$ cat src/rtl/fifo_pkg.sv
// Shared types and defaults for the sync FIFO and its stream reader.
package fifo_pkg;

  localparam int unsigned DEFAULT_DATA_WIDTH = 32;

  typedef enum logic [1:0] {
    IDLE  = 2'd0,
    RUN   = 2'd1,
    DRAIN = 2'd2
  } reader_state_e;

endpackage

$ cat src/rtl/fifo_stream_reader_skid_buf2.sv
// Two-entry valid/ready buffer of {data, last}; entry 0 is always the head.
module stream_skid_buf2 #(
  parameter int unsigned DataWidth = 32
) (
  input  logic                 clk,
  input  logic                 rst,
  input  logic                 wr_en,
  input  logic [DataWidth-1:0] wr_data,
  input  logic                 wr_last,
  input  logic                 rd_en,
  output logic [DataWidth-1:0] rd_data,
  output logic                 rd_last,
  output logic [1:0]           occ
);

  logic [DataWidth-1:0] data0_q, data0_d, data1_q, data1_d;
  logic                 last0_q, last0_d, last1_q, last1_d;
  logic [1:0]           occ_q, occ_d;
  logic                 pop;

  always_comb begin
    data0_d = data0_q;
    data1_d = data1_q;
    last0_d = last0_q;
    last1_d = last1_q;
    occ_d   = occ_q;
    pop     = rd_en && (occ_q != 2'd0);
    case ({wr_en, pop})
      2'b10: begin
        if (occ_q == 2'd0) begin
          data0_d = wr_data;
          last0_d = wr_last;
        end else begin
          data1_d = wr_data;
          last1_d = wr_last;
        end
        occ_d = occ_q + 2'd1;
      end
      2'b01: begin
        data0_d = data1_q;
        last0_d = last1_q;
        occ_d   = occ_q - 2'd1;
      end
      2'b11: begin
        // head leaves and the new word lands behind whatever remains
        if (occ_q == 2'd1) begin
          data0_d = wr_data;
          last0_d = wr_last;
        end else begin
          data0_d = data1_q;
          last0_d = last1_q;
          data1_d = wr_data;
          last1_d = wr_last;
        end
      end
      default: ;
    endcase
  end

  always_ff @(posedge clk) begin
    if (rst) begin
      data0_q <= '0;
      data1_q <= '0;
      last0_q <= 1'b0;
      last1_q <= 1'b0;
      occ_q   <= 2'd0;
    end else begin
      data0_q <= data0_d;
      data1_q <= data1_d;
      last0_q <= last0_d;
      last1_q <= last1_d;
      occ_q   <= occ_d;
    end
  end

  assign rd_data = data0_q;
  assign rd_last = last0_q;
  assign occ     = occ_q;

endmodule

$ cat src/rtl/fifo_stream_reader.sv
// Drains the sync FIFO into a valid/ready stream framed in bursts of BurstLen beats.
module fifo_stream_reader
  import fifo_pkg::*;
#(
  parameter int unsigned DataWidth = DEFAULT_DATA_WIDTH,
  parameter int unsigned BurstLen  = 16,
  parameter int unsigned CntWidth  = $clog2(BurstLen + 1)
) (
  input  logic                 clk,
  input  logic                 rst,
  input  logic                 enable,
  input  logic                 fifo_empty,
  output logic                 fifo_rd_en,
  input  logic [DataWidth-1:0] fifo_data,
  output logic                 m_valid,
  input  logic                 m_ready,
  output logic [DataWidth-1:0] m_data,
  output logic                 m_last,
  output logic                 busy
);

  localparam logic [CntWidth-1:0] LastCnt = CntWidth'(BurstLen - 1);

  reader_state_e        state_q, state_d;
  logic [CntWidth-1:0]  cnt_q, cnt_d;
  logic                 inflight_q, inflight_d;
  logic                 inflight_last_q, inflight_last_d;
  logic [1:0]           buf_occ;
  logic [2:0]           credit_used;
  logic                 hs, is_last, at_boundary_stop, pop;

  always_comb begin
    hs               = m_valid && m_ready;
    // slots still committed after this cycle's handshake frees one
    credit_used      = 3'(buf_occ) + 3'(inflight_q) - 3'(hs);
    is_last          = (cnt_q == LastCnt);
    at_boundary_stop = !enable && (cnt_q == '0);
    pop              = (state_q == RUN) && !fifo_empty && (credit_used < 3'd2) &&
                       !at_boundary_stop;

    cnt_d           = cnt_q;
    inflight_d      = pop;
    inflight_last_d = pop && is_last;
    state_d         = state_q;

    if (pop) begin
      cnt_d = is_last ? '0 : cnt_q + CntWidth'(1);
    end

    case (state_q)
      IDLE:  if (enable) state_d = RUN;
      RUN: begin
        if (at_boundary_stop || (pop && is_last && !enable)) state_d = DRAIN;
      end
      DRAIN: if ((buf_occ == 2'd0) && !inflight_q) state_d = IDLE;
      default: state_d = IDLE;
    endcase
  end

  always_ff @(posedge clk) begin
    if (rst) begin
      state_q         <= IDLE;
      cnt_q           <= '0;
      inflight_q      <= 1'b0;
      inflight_last_q <= 1'b0;
    end else begin
      state_q         <= state_d;
      cnt_q           <= cnt_d;
      inflight_q      <= inflight_d;
      inflight_last_q <= inflight_last_d;
    end
  end

  stream_skid_buf2 #(
    .DataWidth(DataWidth)
  ) u_buf (
    .clk    (clk),
    .rst    (rst),
    .wr_en  (inflight_q),
    .wr_data(fifo_data),
    .wr_last(inflight_last_q),
    .rd_en  (m_ready),
    .rd_data(m_data),
    .rd_last(m_last),
    .occ    (buf_occ)
  );

  assign fifo_rd_en = pop;
  assign m_valid    = (buf_occ != 2'd0);
  assign busy       = (state_q != IDLE) || (buf_occ != 2'd0) || inflight_q;

endmodule

$ cat config.mk
export PLATFORM = sky130hd
export DESIGN_NAME = fifo_stream_reader
export DESIGN_NICKNAME = d
export VERILOG_FILES = /design/src/rtl/fifo_pkg.sv /design/src/rtl/fifo_stream_reader_skid_buf2.sv /design/src/rtl/fifo_stream_reader.sv
export SDC_FILE = /design/constraint.sdc
export NUM_CORES = 1
export LEC_CHECK = 0
export CAP_MARGIN = 10
export CORE_MARGIN = 8
export CORE_UTILIZATION = 31
export CTS_BUF_LIST = sky130_fd_sc_hd__clkbuf_4 sky130_fd_sc_hd__clkbuf_8
export CTS_CLUSTER_SIZE = 28
export DETAILED_ROUTE_END_ITERATION = 6
export PLACE_DENSITY_LB_ADDON = 0.2
export SYNTH_ARGS = -nofsm -noshare
export SYNTH_HDL_FRONTEND = slang
export SYNTH_SLANG_ARGS = --single-unit
export TNS_END_PERCENT = 100
$ cat constraint.sdc
create_clock -name clk -period 3.4 [get_ports clk]
set_clock_uncertainty 0.1 [all_clocks]
set_input_delay 0.51 -clock clk [delete_from_list [all_inputs] [get_ports clk]]
set_output_delay 0.51 -clock clk [all_outputs]
set_load 0.02 [all_outputs]
Word level (Yosys, flattened, before mapping)
Cells that the tools add are included.
{ "totals": {"register_bits": 77, "inputBits": 37, "wordCells": 72} }
{ "classes": {"n_addsub": 5, "order_cmp": 1, "eq_ne": 13, "n_mux": 18, "reduce_logical": 26} }
{ "op_table": {"columns": ["cell", "n"], "rows": [
  ["$mux W32", 4],
  ["$pmux W32 S3", 1],
  ["$pmux W32 S2", 1],
  ["$ne A2 B2 Y1 const B", 5],
  ["$logic_and A1 B1 Y1", 8],
  ["$reduce_bool A2 Y1", 4],
  ["$eq A2 B1 Y1 const B", 3],
  ["$eq A2 B2 Y1 const B", 3],
  ["$mux W2", 3],
  ["$pmux W2 S3", 1],
  ["$reduce_and A3 Y1", 2],
  ["$add A5 B1 Y5 const B", 1],
  ["$eq A5 B4 Y1 const B", 1],
  ["$logic_not A5 Y1", 1],
  ["$mux W5", 1],
  ["$logic_not A1 Y1", 4],
  ["$logic_not A2 Y1", 2],
  ["$mux W1", 4],
  ["$pmux W2 S2", 1],
  ["$add A2 B1 Y3", 1],
  ["$logic_or A1 B1 Y1", 3],
  ["$lt A3 B2 Y1 const B", 1],
  ["$pmux W1 S3", 1],
  ["$reduce_bool A3 Y1", 1],
  ["other kinds (6)", 6]
]} }

Depth between registers and ports, before layout
Gate-level depths: netlist of the first run.
{ "logic_depth": {"word_depth": 11, "depth_mapped": 12, "ltp_nobuf": 11} }

Modules after synthesis
From an unflattened synthesis of the first run, not the netlist that was laid out.
{ "hier_totals": {"cells_unflattened": 429, "hier_area_um2": 3771.1} }
{ "by_module_without_submodules": {"columns": ["module", "instances", "cells_per_inst", "area_each_um2"], "rows": [
  ["stream_skid_buf2", 1, 370, 3260.6],
  ["fifo_stream_reader", 1, 59, 510.5]
]} }

Least setup slack after synthesis of the first run
OpenSTA, ideal clock, no wires.
{ "synth_path": {"path_kind": "register -> output", "startpoint": "reg u_buf.occ_q[1] (netlist: u_buf.occ[1])", "endpoint": "out fifo_rd_en", "arrival_ps": 2538, "required_time_ps": 2790, "path_slack_ps": 252, "path_stages_with_launch": 11, "n_path_buf": 1, "cell_sequence": "dfxtp_1 -> inv_1 -> ha_1 -> nand2b_1 -> nor2_1 -> o21ai_0 -> fa_1 -> xor2_1 -> or3b_1 -> buf_6 -> nor2_1"} }
{ "synth_via": {"elab_chain_len": 6} }
{ "synth_lines": {"columns": ["item", "line", "text"], "rows": [
  ["start, declared", "fifo_stream_reader_skid_buf2.sv:18", "logic [1:0] occ_q, occ_d;"],
  ["start signal, assigned", "fifo_stream_reader_skid_buf2.sv:66", "occ_q <= 2'd0;"],
  ["start signal, assigned", "fifo_stream_reader_skid_buf2.sv:72", "occ_q <= occ_d;"],
  ["branches (longest 2 deep; another with $add A2 B1 Y3)", null, null],
  ["$sub A3 B1 Y3 (*)", "fifo_stream_reader.sv:35", "credit_used = 3'(buf_occ) + 3'(inflight_q) - 3'(hs);"],
  ["$lt A3 B2 Y1 (*)", "fifo_stream_reader.sv:38", "pop = (state_q == RUN) && !fifo_empty && (credit_used < 3'd2) &&"],
  ["$logic_and A1 B1 Y1 (*) (2 in a row)", "fifo_stream_reader.sv:38", null],
  ["end, declared", "fifo_stream_reader.sv:13", "output logic fifo_rd_en,"]
]} }
Mark *: on every way between the ends.

Worst setup path in the final report of the first run
Ends and elaborated chain as after synthesis.

==> results of run 1 <==
==> cells in the final DEF (no fill, tap or decap), types with 2 or more instances in the layout <==
cell and count:
o31ai_1 2, dfxtp_1 77, inv_6 2, xor2_1 3, nand2_1 4, buf_4 13, clkbuf_8 9, nor2_2 2
ha_1 6, nor2_1 70, nand3b_1 2, nor3_1 35, mux2i_1 33, a221oi_1 33, a21oi_1 4, buf_12 2
clkdlybuf4s50_1 69, nand3_1 4, o21ai_0 4, clkinvlp_4 2, inv_1 11
==> final cells by class <==
class                   count  area (sq um)
clock buffers              10           131
inverters                  11          41.3
clock inverters             6          71.3
multi-input cells         224          1510
well taps                 136           170
repair buffers             86           846
flip-flops and latches     77          1540
fillers                  1006          5820
==> where the power goes <==
part	internal, mW	leakage, nW	switching [mW]
sequential	1.06	0.624	0.0801
clock	0.354	0.0969	0.357
combinational	0.586	0.803	0.748
total	2.00	1.52	1.19
==> synthesized netlist by cell type, drive strengths merged (2+ instances only) <==
library cell and number:
dfxtp 77, nor2 72, nor3 35, mux2i 34, a221oi 33, clkbuf 17
inv 11, buf 9, ha 6, a21oi 5, nand2 4, nand3 4
o21ai 4, xor2 3, nand2b 2, nand3b 2, o31ai 2
==> flip-flops by register name, summed over array words and instances, names as in the netlist <==
signal,cells
inflight_q,1
state_q,2
u_buf.data1_q,32
u_buf.rd_last,1
cnt_q,5
u_buf.last1_q,1
u_buf.rd_data,32
u_buf.occ,2
inflight_last_q,1
==> timing repair <==
action	CTS	global route
pin swaps	0	0
setup endpoints to repair	1	1
gates resized for setup	4	5
buffers inserted	0	0
==> through the flow <==
stage,instance area [sq um],hold slack (ns),instances,total power [mW]
6_report,4310,0.391,550,3.18
5_1_grt,4310,0.398,550,3.40
4_1_cts,4300,0.395,550,3.23
3_5_place_dp,4100,0.379,534,2.50
3_3_place_gp,4100,0.374,534,2.49
2_1_floorplan,3160,0.361,338,1.90
==> cell families (layout without fill, tap and decap cells) <==
kind of cell	count (synthesis)	count (layout)	share of synthesized area
multiplexers	34	34	0.108
adder cells (fa/ha/maj)	7	7	0.0301
buffers and inverters	37	113	0.0486
flip-flops	77	77	0.487
AO/OA/AOI/OAI	53	53	0.140
XOR/XNOR	3	3	0.00831
AND/OR/NAND/NOR	127	127	0.178
==> worst max-delay path: stages (launching register included) <==
cell      delay [ns]
dfxtp_1         0.33
inv_1           0.07
ha_1            0.19
nand2b_4        0.15
nor2_2          0.09
o21ai_0         0.12
fa_1            0.40
xor2_1          0.16
or3b_1          0.40
nor2_2          0.15
buf_4           0.15
==> worst max path at each step <==
stage / to / startpoint
detailed placement: fifo_rd_en / m_ready
floorplan: fifo_rd_en / u_buf.occ[1]
global placement: fifo_rd_en / m_ready
CTS: fifo_rd_en / m_ready
global route: fifo_rd_en / u_buf.occ[1]
finish: fifo_rd_en / u_buf.occ[1]
==> layer usage <==
metal | vias up | GRT usage | routed length, microns
li1 | 1351 | - | -
met3 | 10 | 0.0344 | 409
met1 | 1270 | 0.147 | 3740
met4 | 0 | 0.0580 | 117
met5 | - | 0 | 0
met2 | 46 | 0.210 | 3980
==> run metrics, run 1 <==
Max-Cap Viols=0; Arr. time, crit path=2.56 ns; Pleak=about 1.5 nW; PortBufs=a little over 70; hold path startpoint=u_buf.rd_data[4]; cell row count=37; RSZ-0062 raised after global routing=false; layout cell share with drive strength beyond 1=0.106; DRT iter0 DRCs=107; R2R cell count=11; setup TNS=0 ns; top_reg_cell synth=dfxtp_1; GR Overflow Total=0; vias per inst=between 4 and 5; reg2reg start=u_buf.occ[1]; reg2reg setup slack=0.50 ns; antenna violations before repair=0; Place WS=-0.355 ns; CTS tree=yes; Critical Path RT=~2.8 ns; DR WL/cell=15.0 microns; Die Area=around 14000 sq um; worst setup margin=0.232 ns; Layout area overhead=36.3%; register bit total from synthesis=77; vias in the first global route=~2700; core area=slightly above 10000 sq um; ANT nets after route=0; global-route wire length before repair=13.5 mm; initial core utilization=0.312; TritonCTS buffer count=9; maximum clock path buffer count=2; Final period util=0.932; main area contributors after synthesis=dfxtp_1, mux2i_1, a221oi_1; post-layout util=0.426; cell taking the most area after synthesis=dfxtp_1; critical path class=register to output port; worst slew pin tran=0.865 ns; Yosys cell types=38; cells after synthesis=approximately 340; Synth Warn #=0; ys async rst share=0; # IOs=between 70 and 80; total track usage=0.126; router iterations before antenna repair=6; Fmax=roughly 320 MHz; post-synth top area share=0.487; Die X=between 100 and 150 microns; dpl hpwl=5.43 mm; CTS Hold Bufs=0; Pwr Density=between 700 and 800 nW/um^2; gpl congestion=0.760; synthesized area per cell=9.36 sq um; Startpoint Class=register; min Tclk post-route=3.17 ns; Hold Path End=u_buf.rd_data[4]; Slew headroom=0.422; CTS root buf=clkbuf_8; clock slew at reported path FFs=0.08 ns; VDD IR max=284 uV; area of the mapped netlist=around 3200 sq um; DR DRC count=0; final setup violating endpoints=0; # nets final=around 450; drt total wl=between 8 and 9 mm; HP Class=register to register; hold depth=2; H-tree depth=3; Diodes inserted=0; Worst R2R End=cnt_q[3]; Vias=approximately 2700; CP max FO=3; largest net degree at the start of global routing=41; status=completed; fraction of the yosys area taken by sequential cells=0.487; syn_nets=roughly 380; Slew Viols, Final=0; Die Y-Extent=roughly 120 microns; clock sinks=77; number of synthesized flops with an enable pin=0; final hold vios=0; crit path capture type=output port; Skew-Pair Late Insertion Delay=about 0.34 ns
(Power assumes the default switching activity.)
==> run 2: changes to the inputs <==
--- a/config.mk
+++ b/config.mk
@@ -9,7 +9,6 @@
 export CORE_MARGIN = 8
 export CORE_UTILIZATION = 31
 export CTS_BUF_LIST = sky130_fd_sc_hd__clkbuf_4 sky130_fd_sc_hd__clkbuf_8
-export CTS_CLUSTER_SIZE = 28
 export DETAILED_ROUTE_END_ITERATION = 6
 export PLACE_DENSITY_LB_ADDON = 0.2
 export SYNTH_ARGS = -nofsm -noshare
==> results of run 2 <==
Same layout as run 1: the final DEF is identical, and so are final timing and power.
==> edit, RTL diff (settings of run 1) <==
The parameter `BurstLen` goes from 16 to 32.
--- a/src/rtl/fifo_stream_reader.sv
+++ b/src/rtl/fifo_stream_reader.sv
@@ -5,3 +5,3 @@
   parameter int unsigned DataWidth = DEFAULT_DATA_WIDTH,
-  parameter int unsigned BurstLen  = 16,
+  parameter int unsigned BurstLen  = 32,
   parameter int unsigned CntWidth  = $clog2(BurstLen + 1)
Formal check against the unedited RTL: same outputs for any inputs over 10 cycles, from zero or initial values and one cycle with rst high; that may be too few to reach the edited logic, so the function may still have changed.
==> edit against run 1 <==
Via count rose by 4.6%; final area rose by 2.1%; wire length rose by 2.4%; sequential cell count rose by 1; synthesized cell count rose by 3.3%; power rose by 7.7%; setup slack got worse by 0.0075 ns; area after synthesis rose by 3.0%; largest cell class unchanged.
==> edit: results (changes against run 1) <==
- The arrival time of the worst setup path is 2.57 ns (was 2.56 ns).
- The peak ir drop on the vdd network is 0.000387 V (was 0.000284 V).
- The worst stage delay on the critical path is 0.52 ns (was 0.40 ns).
- Leading cell types by count after synthesis: sky130_fd_sc_hd__dfxtp_1, sky130_fd_sc_hd__nor2_1, sky130_fd_sc_hd__nor3_1, sky130_fd_sc_hd__a221oi_1, sky130_fd_sc_hd__mux2i_1 (was sky130_fd_sc_hd__dfxtp_1, sky130_fd_sc_hd__nor2_1, sky130_fd_sc_hd__nor3_1, sky130_fd_sc_hd__mux2i_1, sky130_fd_sc_hd__a221oi_1)
- Worst Hold Launch: u_buf.rd_data[17]$_SDFFE_PP0P_ (was u_buf.rd_data[4]$_SDFFE_PP0P_)
* Net count, final: 468 (was 453)
- First-pass iteration count of the detailed router: 4 (was 6)
* Post-route met1 wirelength: 4000 um (was 3740 um)
- The worst hold slack after final layout came to 0.391 ns (about the same).
- Synthesized netlist net count: 393 (was 382)
- The origin of the critical flop-to-flop path was u_buf.occ[1]$_SDFFE_PP0P_ (unchanged).
* Register area share after synthesis: 47.9% (was 48.7%)
- Total global routing track utilization: 12.1% (was 12.6%)
- Global routing usage on met2: 19.8% (was 21.0%)
* Drt first-iter violations: 129 (was 107)
* Result of the run: completed (unchanged)
* Antenna violations before repair: 0 (unchanged)
* Routability cong.: 0.804 (was 0.760)
- The gate count after technology mapping came to 349 (was 338).
- The number of filler instances in the final layout was 1043 (was 1006).
- The met1 usage in global routing was 15.0% (was 14.7%).
- Number of antenna repair diodes: 0 (unchanged)
- The worst-case headroom to the max-slew limit came to 30.0% (was 42.2%).
- Total placed cells including tap cells: 549 (was 534)
- Reg-to-reg setup timing slack: 0.63 ns (was 0.50 ns)
- DP HPWL: 5700 um (was 5430 um)
- The met3 routed wirelength is 296 um (was 409 um).
- Average routed wire per standard cell: 14.9 um (was 15.0 um)
* Crit path max-delay family: simple AND/OR/NAND/NOR gates (unchanged)
* Count of instances resized after the clock tree is built: 3 (was 4)
* Met3 GRT Util: 2.62% (was 3.44%)
- Routed vias/inst: 4.95 (was 4.87)
- Path depth of the worst reg2reg path: 10 (was 11)
- The worst slack at placement was -0.253 ns (was -0.355 ns).
- Total length of routed met2 wires: 4000 um (was 3980 um)
* Setup slack after layout: 0.225 ns (was 0.232 ns)
* End of the worst register-to-register path: cnt_q[4]$_SDFFE_PP0N_ (was cnt_q[3]$_SDFFE_PP0N_)
- The wire length of the first global-routing pass is 14200 um (was 13500 um).
* Synth cell types: 42 (was 38)
- Largest net degree at the start of global routing: 55 (was 41)
* Share of layout cells above drive strength 1: 11.4% (was 10.6%)
- The total via count in the routed design was 2799 (was 2677).
- Synth top area cells: sky130_fd_sc_hd__dfxtp_1, sky130_fd_sc_hd__mux2i_1, sky130_fd_sc_hd__a221oi_1 (unchanged)
- Area added between synthesis and finish: 35.0% (was 36.3%)
* Min-Delay Endpoint: u_buf.rd_data[17]$_SDFFE_PP0P_ (was u_buf.rd_data[4]$_SDFFE_PP0P_)
- Leak: 1.54 nW (was 1.52 nW)
- Cell area reported after detailed placement: 4180 um^2 (was 4100 um^2)
-- edit: final cells by class --
cell class | instances | area share, %
tap | 136 | 3.86
clock buffer | 11 | 3.30
clock inverter | 5 | 1.85
sequential | 78 | 35.5
multi-input combinational | 234 | 35.5
inverter | 12 | 1.02
timing repair buffer | 89 | 19.0
-- edit: report_power, final --
group | switching, mW | total (mW) | internal, mW
clock network | 0.351 | 0.795 | 0.444
registers | 0.0923 | 1.18 | 1.09
logic | 0.818 | 1.46 | 0.638
total | 1.26 | 3.43 | 2.17
-- edit: logic make-up (layout without fill, tap and decap cells) --
family | count (synthesis) | in the layout | share of synthesized area (%)
xor gates and xnor gates | 3 | 3 | 0.806
DFF | 78 | 78 | 47.9
AOI/OAI and AO/OA | 57 | 57 | 13.7
and+or+nand+nor | 133 | 133 | 19.0
buffers and inverters | 37 | 117 | 5.22
muxes | 34 | 34 | 10.6
adders and majority gates | 7 | 7 | 2.92
